`config.mk`:
```
export PLATFORM = sky130hd
export DESIGN_NAME = mem_arbiter
export DESIGN_NICKNAME = d
export VERILOG_FILES = /design/src/rtl/cpu_types_pkg.sv /design/src/rtl/arb_stall_counter.sv /design/src/rtl/mem_arbiter.sv
export SDC_FILE = /design/constraint.sdc
export NUM_CORES = 1
export LEC_CHECK = 0
export ABC_AREA = 1
export CELL_PAD_IN_SITES_DETAIL_PLACEMENT = 0
export CELL_PAD_IN_SITES_GLOBAL_PLACEMENT = 1
export CORE_ASPECT_RATIO = 1.75
export CORE_UTILIZATION = 21
export CTS_CLUSTER_DIAMETER = 150
export DETAILED_ROUTE_END_ITERATION = 10
export PLACE_DENSITY = 0.76
export SLEW_MARGIN = 25
export SYNTH_ARGS = -nofsm -noshare
export SYNTH_HDL_FRONTEND = slang
export SYNTH_HIERARCHICAL = 1
export SYNTH_SLANG_ARGS = --single-unit
```
`constraint.sdc`:
```
create_clock -name CLK -period 1.4 [get_ports CLK]
set_input_delay 0.28 -clock CLK [delete_from_list [all_inputs] [get_ports CLK]]
set_output_delay 0.28 -clock CLK [all_outputs]
set_load 0.1 [all_outputs]
```
`src/rtl/cpu_types_pkg.sv`:
```
// Shared CPU types: RAM handshake state, word type and memory arbiter FSM states.
package cpu_types_pkg;

  typedef logic [31:0] word_t;

  typedef enum logic [1:0] {
    FREE   = 2'd0,
    BUSY   = 2'd1,
    ACCESS = 2'd2,
    ERROR  = 2'd3
  } ramstate_t;

  typedef enum logic [1:0] {
    IDLE   = 2'd0,
    DGRANT = 2'd1,
    IGRANT = 2'd2
  } arb_state_t;

endpackage

```
`src/rtl/arb_stall_counter.sv`:
```
// Saturating cycle counter used for arbiter stall statistics (ARB_STALL_CNT_EN builds only).
module arb_stall_counter #(
  parameter int CNT_W = 16
) (
  input  logic             CLK,
  input  logic             RST,
  input  logic             inc,
  output logic [CNT_W-1:0] cnt
);

  logic [CNT_W-1:0] cnt_q;
  logic [CNT_W-1:0] cnt_d;

  // Next count: step while enabled, stick at all-ones
  always_comb begin
    cnt_d = cnt_q;
    if (inc && (cnt_q != {CNT_W{1'b1}})) begin
      cnt_d = cnt_q + {{(CNT_W-1){1'b0}}, 1'b1};
    end else begin
      cnt_d = cnt_q;
    end
  end

  // Count register with synchronous clear
  always_ff @(posedge CLK) begin
    if (RST) begin
      cnt_q <= {CNT_W{1'b0}};
    end else begin
      cnt_q <= cnt_d;
    end
  end

  assign cnt = cnt_q;

endmodule

```
`src/rtl/mem_arbiter.sv`:
```
// Arbitrates the unified single-ported RAM between instruction fetch and data access.
// Optional stall counters are built when ARB_STALL_CNT_EN is defined.
module mem_arbiter
  import cpu_types_pkg::*;
#(
  parameter int DSTREAK_MAX = 4,
  parameter int CNT_W       = 16
) (
  input  logic        CLK,
  input  logic        RST,
  input  logic        iREN,
  input  logic [31:0] iaddr,
  output logic        iwait,
  output logic [31:0] iload,
  input  logic        dREN,
  input  logic        dWEN,
  input  logic [31:0] daddr,
  input  logic [31:0] dstore,
  output logic        dwait,
  output logic [31:0] dload,
  output logic        ramREN,
  output logic        ramWEN,
  output logic [31:0] ramaddr,
  output logic [31:0] ramstore,
  input  logic [31:0] ramload,
  input  logic [1:0]  ramstate,
  output logic        arb_err
`ifdef ARB_STALL_CNT_EN
  ,
  output logic [CNT_W-1:0] istall_cnt,
  output logic [CNT_W-1:0] dstall_cnt
`endif
);

  localparam int SW = $clog2(DSTREAK_MAX + 1);
  localparam logic [SW-1:0] STREAK_MAX = SW'(DSTREAK_MAX);

  arb_state_t  state_q, state_d;
  logic        ramren_q, ramren_d;
  logic        ramwen_q, ramwen_d;
  word_t       ramaddr_q, ramaddr_d;
  word_t       ramstore_q, ramstore_d;
  logic        arb_err_q, arb_err_d;
  logic [SW-1:0] streak_q, streak_d;

  ramstate_t   rs_s;
  logic        d_pend_s;
  logic        d_done_s;
  logic        i_done_s;

  assign rs_s     = ramstate_t'(ramstate);
  assign d_pend_s = dREN | dWEN;
  assign d_done_s = (state_q == DGRANT) && (rs_s == ACCESS);
  assign i_done_s = (state_q == IGRANT) && (rs_s == ACCESS);

  // Grant decision, transaction sequencing and RAM-side next values
  always_comb begin
    state_d    = state_q;
    ramren_d   = ramren_q;
    ramwen_d   = ramwen_q;
    ramaddr_d  = ramaddr_q;
    ramstore_d = ramstore_q;
    arb_err_d  = 1'b0;
    case (state_q)
      IDLE: begin
        // Data wins unless fetch has waited through a full data streak
        if (d_pend_s && (!iREN || (streak_q < STREAK_MAX))) begin
          state_d    = DGRANT;
          ramwen_d   = dWEN;
          ramren_d   = dREN & ~dWEN;
          ramaddr_d  = daddr;
          ramstore_d = dstore;
        end else if (iREN) begin
          state_d   = IGRANT;
          ramren_d  = 1'b1;
          ramwen_d  = 1'b0;
          ramaddr_d = iaddr;
        end else begin
          state_d  = IDLE;
          ramren_d = 1'b0;
          ramwen_d = 1'b0;
        end
      end
      DGRANT, IGRANT: begin
        if (rs_s == ACCESS) begin
          state_d  = IDLE;
          ramren_d = 1'b0;
          ramwen_d = 1'b0;
        end else if (rs_s == ERROR) begin
          state_d   = IDLE;
          ramren_d  = 1'b0;
          ramwen_d  = 1'b0;
          arb_err_d = 1'b1;
        end else begin
          state_d = state_q;
        end
      end
      default: begin
        state_d  = IDLE;
        ramren_d = 1'b0;
        ramwen_d = 1'b0;
      end
    endcase
  end

  // Starvation guard: consecutive data completions seen while fetch is waiting
  always_comb begin
    streak_d = streak_q;
    if (!iREN) begin
      streak_d = {SW{1'b0}};
    end else if (i_done_s) begin
      streak_d = {SW{1'b0}};
    end else if (d_done_s && (streak_q < STREAK_MAX)) begin
      streak_d = streak_q + {{(SW-1){1'b0}}, 1'b1};
    end else begin
      streak_d = streak_q;
    end
  end

  // FSM state and registered RAM-side outputs
  always_ff @(posedge CLK) begin
    if (RST) begin
      state_q    <= IDLE;
      ramren_q   <= 1'b0;
      ramwen_q   <= 1'b0;
      ramaddr_q  <= 32'h0000_0000;
      ramstore_q <= 32'h0000_0000;
      arb_err_q  <= 1'b0;
      streak_q   <= {SW{1'b0}};
    end else begin
      state_q    <= state_d;
      ramren_q   <= ramren_d;
      ramwen_q   <= ramwen_d;
      ramaddr_q  <= ramaddr_d;
      ramstore_q <= ramstore_d;
      arb_err_q  <= arb_err_d;
      streak_q   <= streak_d;
    end
  end

  assign ramREN   = ramren_q;
  assign ramWEN   = ramwen_q;
  assign ramaddr  = ramaddr_q;
  assign ramstore = ramstore_q;
  assign arb_err  = arb_err_q;

  // A completion coinciding with reset is not reported to the requester
  assign dwait = ~(d_done_s & ~RST);
  assign iwait = ~(i_done_s & ~RST);
  assign dload = ramload;
  assign iload = ramload;

`ifdef ARB_STALL_CNT_EN
  arb_stall_counter #(.CNT_W(CNT_W)) u_istall (
    .CLK (CLK),
    .RST (RST),
    .inc (iREN & iwait),
    .cnt (istall_cnt)
  );

  arb_stall_counter #(.CNT_W(CNT_W)) u_dstall (
    .CLK (CLK),
    .RST (RST),
    .inc (d_pend_s & dwait),
    .cnt (dstall_cnt)
  );
`endif

endmodule

```
==> flow_summary.rst, run 1 <==
.. list-table::
   :header-rows: 1

   * - Metric
     - Value
   * - CTS clock-pin slew for the worst setup and hold paths
     - about 0.060 ns
   * - VDD IR-drop max
     - 0.730 mV
   * - Critical path startpoint category
     - flip-flop
   * - Pre-antenna DRT Iters
     - 4
   * - Max Buffers Root-to-Sink
     - 2
   * - RSZ-0062 raised after global routing
     - yes
   * - Ports placed on the boundary
     - 268
   * - Horiz. Die Dim
     - 106 um
   * - Number of max-cap violations
     - 0
   * - GRT Total Usage
     - 0.134
   * - Distinct cells, synth
     - 19
   * - Area fraction of the dominant cell type after synthesis
     - 0.364
   * - Number of synthesized register bits
     - 72
   * - Post-synthesis net count
     - 715
   * - Placed Cells
     - 918
   * - Number of non-filler instances in the completed layout
     - around 950
   * - Crit path largest cell delay
     - ~0.33 ns
   * - Hold crit path type
     - in2reg
   * - Number of pins exceeding their max-slew limit in the final report
     - 0
   * - Outcome
     - finished, violations left
   * - Number of design-rule violations left by the first detailed-router iteration
     - 138
   * - Pin count of the biggest net entering global routing
     - 34
   * - Antenna diode count
     - 0
   * - Area contributors post-synth
     - sky130_fd_sc_hd__dfxtp_1 (36%), sky130_fd_sc_hd__buf_4 (13%), sky130_fd_sc_hd__nand2_1 (13%)
   * - Total half-perimeter wirelength after legalization and detailed placement
     - around 10 mm
   * - Violations in the final reports
     - setup timing
   * - Compound-cell area share of the yosys netlist
     - 0.0566
   * - Post-synthesis area per instance
     - 6.87 sq um
   * - Relative slew slack
     - 0.749
   * - Yosys Warn Count
     - 6
   * - Summed instance area of the synthesized netlist
     - 0.00396 sq mm
   * - Port bufs
     - 171
   * - CP max-delay cell
     - sky130_fd_sc_hd__dfxtp_2
   * - Clock latency reported for the late side of the worst-skew pair
     - approximately 0.34 ns
   * - Leading cell type in the layout, fill and taps excluded
     - sky130_fd_sc_hd__nand2_1
   * - Wire length of the first global-routing pass
     - slightly below 20 mm
   * - Critical-path maximum fanout
     - 2
   * - Final wirelength
     - 14.6 mm
   * - Portion of netlist area occupied by mux cells
     - 0
   * - Placeable core region
     - 0.0185 sq mm
   * - Sequential share of the synthesized area
     - 0.364
   * - Post-Synthesis Cells
     - between 500 and 600
   * - Area share of xor/xnor cells in the synthesized design
     - 0
   * - Cell type contributing the most total cell area after synthesis
     - sky130_fd_sc_hd__dfxtp_1
   * - Number of placement rows
     - 66
   * - Fin. Hold Viols
     - 0
   * - Share of cells above drive strength 1
     - 0.244
   * - Detailed-route via count
     - between 3000 and 4000
   * - Average wire length per cell after detail routing
     - around 15 um
   * - Area growth from synthesis to layout
     - 81.2%
   * - Leak pwr
     - ~3.1 nW
   * - Worst path required time
     - 1.12 ns
   * - Maximum clock frequency
     - 629 MHz
   * - Post-layout min period
     - between 1.5 and 2 ns
   * - Total gr overflow
     - 0
   * - Chain of cells forming the critical path
     - inv_2 > buf_6 > ha_4 > nand4_1 > buf_12
   * - Critical Setup Path Class
     - reg2out
   * - Commonest cells after routing, fill and taps aside
     - sky130_fd_sc_hd__nand2_1 (129), sky130_fd_sc_hd__clkdlybuf4s50_1 (99), sky130_fd_sc_hd__nor2_1 (87)
   * - Vias per Instance
     - 4.21
   * - Simple-gate portion of the synthesized area
     - 0.353
   * - WP data arrival
     - 1.31 ns
   * - Initial antenna violation count
     - 1
   * - CTS tree
     - yes
   * - Via count of the first global-routing pass
     - around 3700
   * - Total DRC errors in the routed layout
     - 0
   * - Routability Congestion
     - 0.744
   * - Die H
     - ~180 um
   * - Number of sinks handled by clock tree synthesis
     - 72
   * - Root Buffer
     - sky130_fd_sc_hd__clkbuf_16
   * - Utilization after layout
     - 0.387
   * - Maximum level of the CTS H-tree
     - 3
   * - Ratio of total power to cell area
     - 1520 mW/mm^2
   * - Final setup skew
     - 0.00803 ns
   * - ANT nets after route
     - 0
   * - Category of the worst setup path capture point
     - output pin
   * - Floorplan die area
     - 0.0194 sq mm
   * - Number of nets in the layout
     - 844
   * - Largest family of logic cells by synthesized area
     - simple AND/OR/NAND/NOR gates
   * - Number of buffers inserted during clock tree synthesis
     - 9
   * - Effective utilization at floorplan
     - 0.214
   * - Number of endpoints failing setup at the final stage
     - 54
   * - Setup slack after layout
     - -0.190 ns
   * - Synth Area in Adders
     - 0.0127
   * - Period utilization
     - 1.14
   * - Slew of the pin with the lowest slew margin
     - between 0.3 and 0.4 ns
## critical path, delay by kind of cell, from the launching register on
kind | cells | cell delay, ns
buf+inv | 3 | 0.38
flops | 1 | 0.33
simple gates | 1 | 0.16
fa+ha+maj | 1 | 0.12
## final cells by class
type	count	area, sq um
timing repair buffer	219	3090
sequential	72	1440
multi-input combinational	361	1850
tap	238	298
clock buffer	10	239
clock inverter	6	90.1
fill	1899	11300
inverter	42	160
## flip-flops by register name (all words and copies together), names as in the netlist
signal / count
state_q: 2
ramREN: 1
streak_q: 3
ramstore: 32
ramWEN: 1
ramaddr: 32
arb_err: 1
## cell families after synthesis
kind of cell,after synthesis
adders and majority gates,4
AOI/OAI and AO/OA,44
and+or+nand+nor,313
DFF,72
buffers and inverters,143
## where the power goes
group | internal (mW) | switching (mW) | total [mW]
sequential | 2.35 | 0.300 | 2.65
combinational | 2.32 | 3.37 | 5.69
clock | 1.62 | 0.935 | 2.55
## cells in the mapped netlist
cell type                  instances
sky130_fd_sc_hd__a21oi_1          39
sky130_fd_sc_hd__buf_1             2
sky130_fd_sc_hd__buf_2            15
sky130_fd_sc_hd__buf_4            71
sky130_fd_sc_hd__buf_6             3
sky130_fd_sc_hd__clkbuf_1         10
sky130_fd_sc_hd__dfxtp_1          72
sky130_fd_sc_hd__ha_1              4
sky130_fd_sc_hd__inv_1            41
sky130_fd_sc_hd__inv_2             1
sky130_fd_sc_hd__nand2_1         140
sky130_fd_sc_hd__nand2_2           4
sky130_fd_sc_hd__nand3_1           6
sky130_fd_sc_hd__nand3b_1         32
sky130_fd_sc_hd__nand4_1          33
sky130_fd_sc_hd__nor2_1           97
sky130_fd_sc_hd__nor3_1            1
sky130_fd_sc_hd__o21ai_0           4
sky130_fd_sc_hd__o21ai_2           1
## per-layer routing
metal  track usage  vias to the layer above  routed length, um
met5             0                        -                 11
li1              -                     2012                  -
met1         0.121                     1805               4770
met2         0.266                      120               8520
met3        0.0245                       55                769
met4        0.0817                        2                552
## what timing repair did
action	4_1_cts	5_1_grt
pin swaps	6	13
hold buffers	0	0
hold endpoints to repair	0	0
endpoints found under the setup margin	65	62
gates resized for setup	20	44
gates cloned	1	9
buffers inserted	1	4
## final timing paths
path	cells after the start	startpoint	slack (ns)	endpoint
worst max-delay path	5	state_q[0]$_SDFFE_PP0P_	-0.19	iwait
worst max register to register	8	state_q[0]$_SDFFE_PP0P_	-0.05	ramstore[13]$_SDFFE_PP0P_
worst min register to register	2	streak_q[1]$_SDFFE_PP0P_	0.47	streak_q[1]$_SDFFE_PP0P_
worst min-delay path	4	dWEN	0.46	ramWEN$_SDFFE_PP0P_
## metrics by stage
stage / setup slack [ns] / hold WS, ns / power (mW) / instance area (sq um) / setup TNS [ns]
after global placement: -0.329 / 0.451 / 7.68 / 6320 / -16.79
after CTS: -0.225 / 0.477 / 10.5 / 6770 / -0.448
final: -0.190 / 0.456 / 10.9 / 7170 / -1.83
after detailed placement: -0.382 / 0.465 / 7.70 / 6320 / -18.32
after floorplan: -0.357 / 0.398 / 6.48 / 3980 / -0.574
after global routing: -0.244 / 0.473 / 11.4 / 7170 / -6.65
No activity file was read; power rests on OpenSTA's default activity.
==> run 2, diff against run 1 <==
--- a/config.mk
+++ b/config.mk
@@ -11,8 +11,10 @@
 export CORE_ASPECT_RATIO = 1.75
 export CORE_UTILIZATION = 21
 export CTS_CLUSTER_DIAMETER = 150
+export CTS_CLUSTER_SIZE = 25
 export DETAILED_ROUTE_END_ITERATION = 10
 export PLACE_DENSITY = 0.76
+export SETUP_SLACK_MARGIN = 0.15
 export SLEW_MARGIN = 25
 export SYNTH_ARGS = -nofsm -noshare
 export SYNTH_HDL_FRONTEND = slang
==> flow_summary.rst, run 2 (synthesis gave the netlist of run 1 again) <==
.. list-table::
   :header-rows: 1

   * - Metric
     - Value
   * - Sw frac
     - 0.433
   * - Horiz. Die Dim
     - 106 um
   * - Root Buffer
     - sky130_fd_sc_hd__clkbuf_16
   * - Ports placed on the boundary
     - between 200 and 300
   * - Final-layout setup total negative slack
     - -0.319 ns
   * - Maximum clock frequency
     - 640 MHz
   * - Clock latency reported for the late side of the worst-skew pair
     - 0.33 ns
   * - Fin. Hold Viols
     - 0
   * - Number of nets in the layout
     - 844
   * - Internal Power
     - 6.01 mW
   * - VDD IR-drop max
     - 0.678 mV
   * - Total DRC errors in the routed layout
     - 0
   * - Net switching power
     - 4.58 mW
   * - Effective utilization at floorplan
     - 0.214
   * - Total gr overflow
     - 0
   * - Hold crit path type
     - in2reg
   * - Category of the worst setup path capture point
     - output pin
   * - Area growth from synthesis to layout
     - 79.5%
   * - Period utilization
     - 1.12
   * - Number of max-cap violations
     - 0
   * - GRT Total Usage
     - 0.136
   * - Placeable core region
     - 0.0185 sq mm
   * - Placed Cells
     - between 900 and 1000
   * - Relative slew slack
     - 0.755
   * - CP max-delay cell
     - sky130_fd_sc_hd__dfxtp_2
   * - Number of endpoints failing setup at the final stage
     - 2
   * - Initial antenna violation count
     - 2
   * - Number of non-filler instances in the completed layout
     - 950
   * - Combined area of the multi-input logic cells
     - 0.00183 sq mm
   * - Combinational fraction of design power
     - 0.520
   * - Maximum level of the CTS H-tree
     - 3
   * - ANT nets after route
     - 0
   * - Ratio of total power to cell area
     - 1490 mW/mm^2
   * - Slew of the pin with the lowest slew margin
     - 0.368 ns
   * - Number of pins exceeding their max-slew limit in the final report
     - 0
   * - Final wirelength
     - ~14 mm
   * - Critical-path maximum fanout
     - 2
   * - Final setup skew
     - 0.0125 ns
   * - Worst path required time
     - 1.12 ns
   * - Violations in the final reports
     - setup timing
   * - Critical Setup Path Class
     - reg2out
   * - Max Buffers Root-to-Sink
     - 2
   * - Routability Congestion
     - 0.767
   * - Setup slack after layout
     - -0.163 ns
   * - Leak pwr
     - 3.09 nW
   * - Crit path largest cell delay
     - around 0.34 ns
   * - Die H
     - 184 um
   * - Share of cells above drive strength 1
     - 0.279
   * - Sequential share of power
     - 0.253
   * - Clock network fraction of total power
     - 0.227
   * - Detailed-route via count
     - roughly 4000
   * - CTS tree
     - yes
   * - Number of placement rows
     - 66
   * - Critical path startpoint category
     - flip-flop
   * - Commonest cells after routing, fill and taps aside
     - sky130_fd_sc_hd__nand2_1 (133), sky130_fd_sc_hd__clkdlybuf4s50_1 (99), sky130_fd_sc_hd__nor2_1 (96)
   * - CTS clock-pin slew for the worst setup and hold paths
     - 0.07 ns
   * - RSZ-0062 raised after global routing
     - yes
   * - Leading cell type in the layout, fill and taps excluded
     - sky130_fd_sc_hd__nand2_1
   * - Wire length of the first global-routing pass
     - 20.2 mm
   * - Number of sinks handled by clock tree synthesis
     - 72
   * - Number of fillers in the final layout
     - 1902
   * - Number of buffers inserted during clock tree synthesis
     - 9
   * - Number of design-rule violations left by the first detailed-router iteration
     - ~220
   * - Post-layout min period
     - 1.56 ns
   * - Pre-antenna DRT Iters
     - 4
   * - Via count of the first global-routing pass
     - about 3700
   * - Total half-perimeter wirelength after legalization and detailed placement
     - 9.63 mm
   * - WP data arrival
     - between 1 and 1.5 ns
   * - Average wire length per cell after detail routing
     - approximately 15 um
   * - Port bufs
     - 171
   * - Pin count of the biggest net entering global routing
     - 42
   * - Chain of cells forming the critical path
     - buf_6 > ha_4 > nand3_4 > inv_4 > nand2_4 > buf_12
   * - Floorplan die area
     - just under 0.02 sq mm
   * - Seq. cell area
     - 0.00149 sq mm
   * - Vias per Instance
     - 4.22
   * - Outcome
     - finished, violations left
==> run 2: path summary, 6_finish.rpt <==
path	start	slack (ns)	cells after the start	end
setup / recovery	state_q[0]$_SDFFE_PP0P_	-0.16	6	dwait
hold / removal	iREN	0.43	3	state_q[1]$_SDFFE_PP0P_
setup reg to reg	state_q[1]$_SDFFE_PP0P_	0.02	9	ramaddr[14]$_SDFFE_PP0P_
hold reg to reg	ramstore[29]$_SDFFE_PP0P_	0.49	2	ramstore[29]$_SDFFE_PP0P_
==> run 2: final cells by class <==
class	instances	area share
repair buffers	219	0.425
clock inverters	7	0.0107
inverters	42	0.0233
flip-flops and latches	72	0.210
clock buffers	9	0.0317
diodes	2	0.000705
multi-input cells	361	0.257
well taps	238	0.0419
==> run 2: per-layer routing <==
metal / part of all wire / vias up / GRT usage / routed length, um
met1: 0.34 / 1795 / 0.133 / 4820
met2: 0.56 / 139 / 0.258 / 7940
met4: 0.055 / 0 / 0.0900 / 783
met3: 0.043 / 55 / 0.0223 / 613
met5: 0 / - / 0 / 0
li1: - / 2018 / - / -
==> run 2: worst max-delay path: cells and delay by family (launching register included) <==
| kind | cells | cell delay (ns) |
|---|---|---|
| flip-flops | 1 | 0.34 |
| adder cells (fa/ha/maj) | 1 | 0.15 |
| buffers and inverters | 3 | 0.33 |
| AND/OR/NAND/NOR | 2 | 0.13 |
==> run 2: power by group through the flow <==
stage / registers, mW / logic, mW / clock network, mW
finish: 2.68 / 5.50 / 2.40
global route: 2.73 / 5.77 / 2.58
CTS: 2.68 / 5.09 / 2.51
detailed placement: 2.72 / 5.03 / 0
global placement: 2.72 / 5.02 / 0
floorplan: 4.59 / 2.02 / 0
==> run 2: per-stage QoR <==
stage	util	area, sq um	total power [mW]	worst slack [ns]	hold WS [ns]
after floorplan	-	4080	6.61	-0.357	0.398
after global placement	0.346	6390	7.73	-0.393	0.452
after detailed placement	0.346	6390	7.75	-0.402	0.466
after CTS	0.366	6770	10.3	-0.187	0.422
after global routing	0.384	7100	11.1	-0.220	0.439
final	0.384	7100	10.6	-0.163	0.432
==> run 2: what timing repair did <==
| item | 4_1_cts | 5_1_grt |
|---|---|---|
| pin swaps | 4 | 7 |
| cloned | 0 | 6 |
| setup endpoints to repair | 70 | 73 |
| hold buffers | 0 | 0 |
| gates resized for setup | 18 | 28 |
| setup buffers | 2 | 7 |
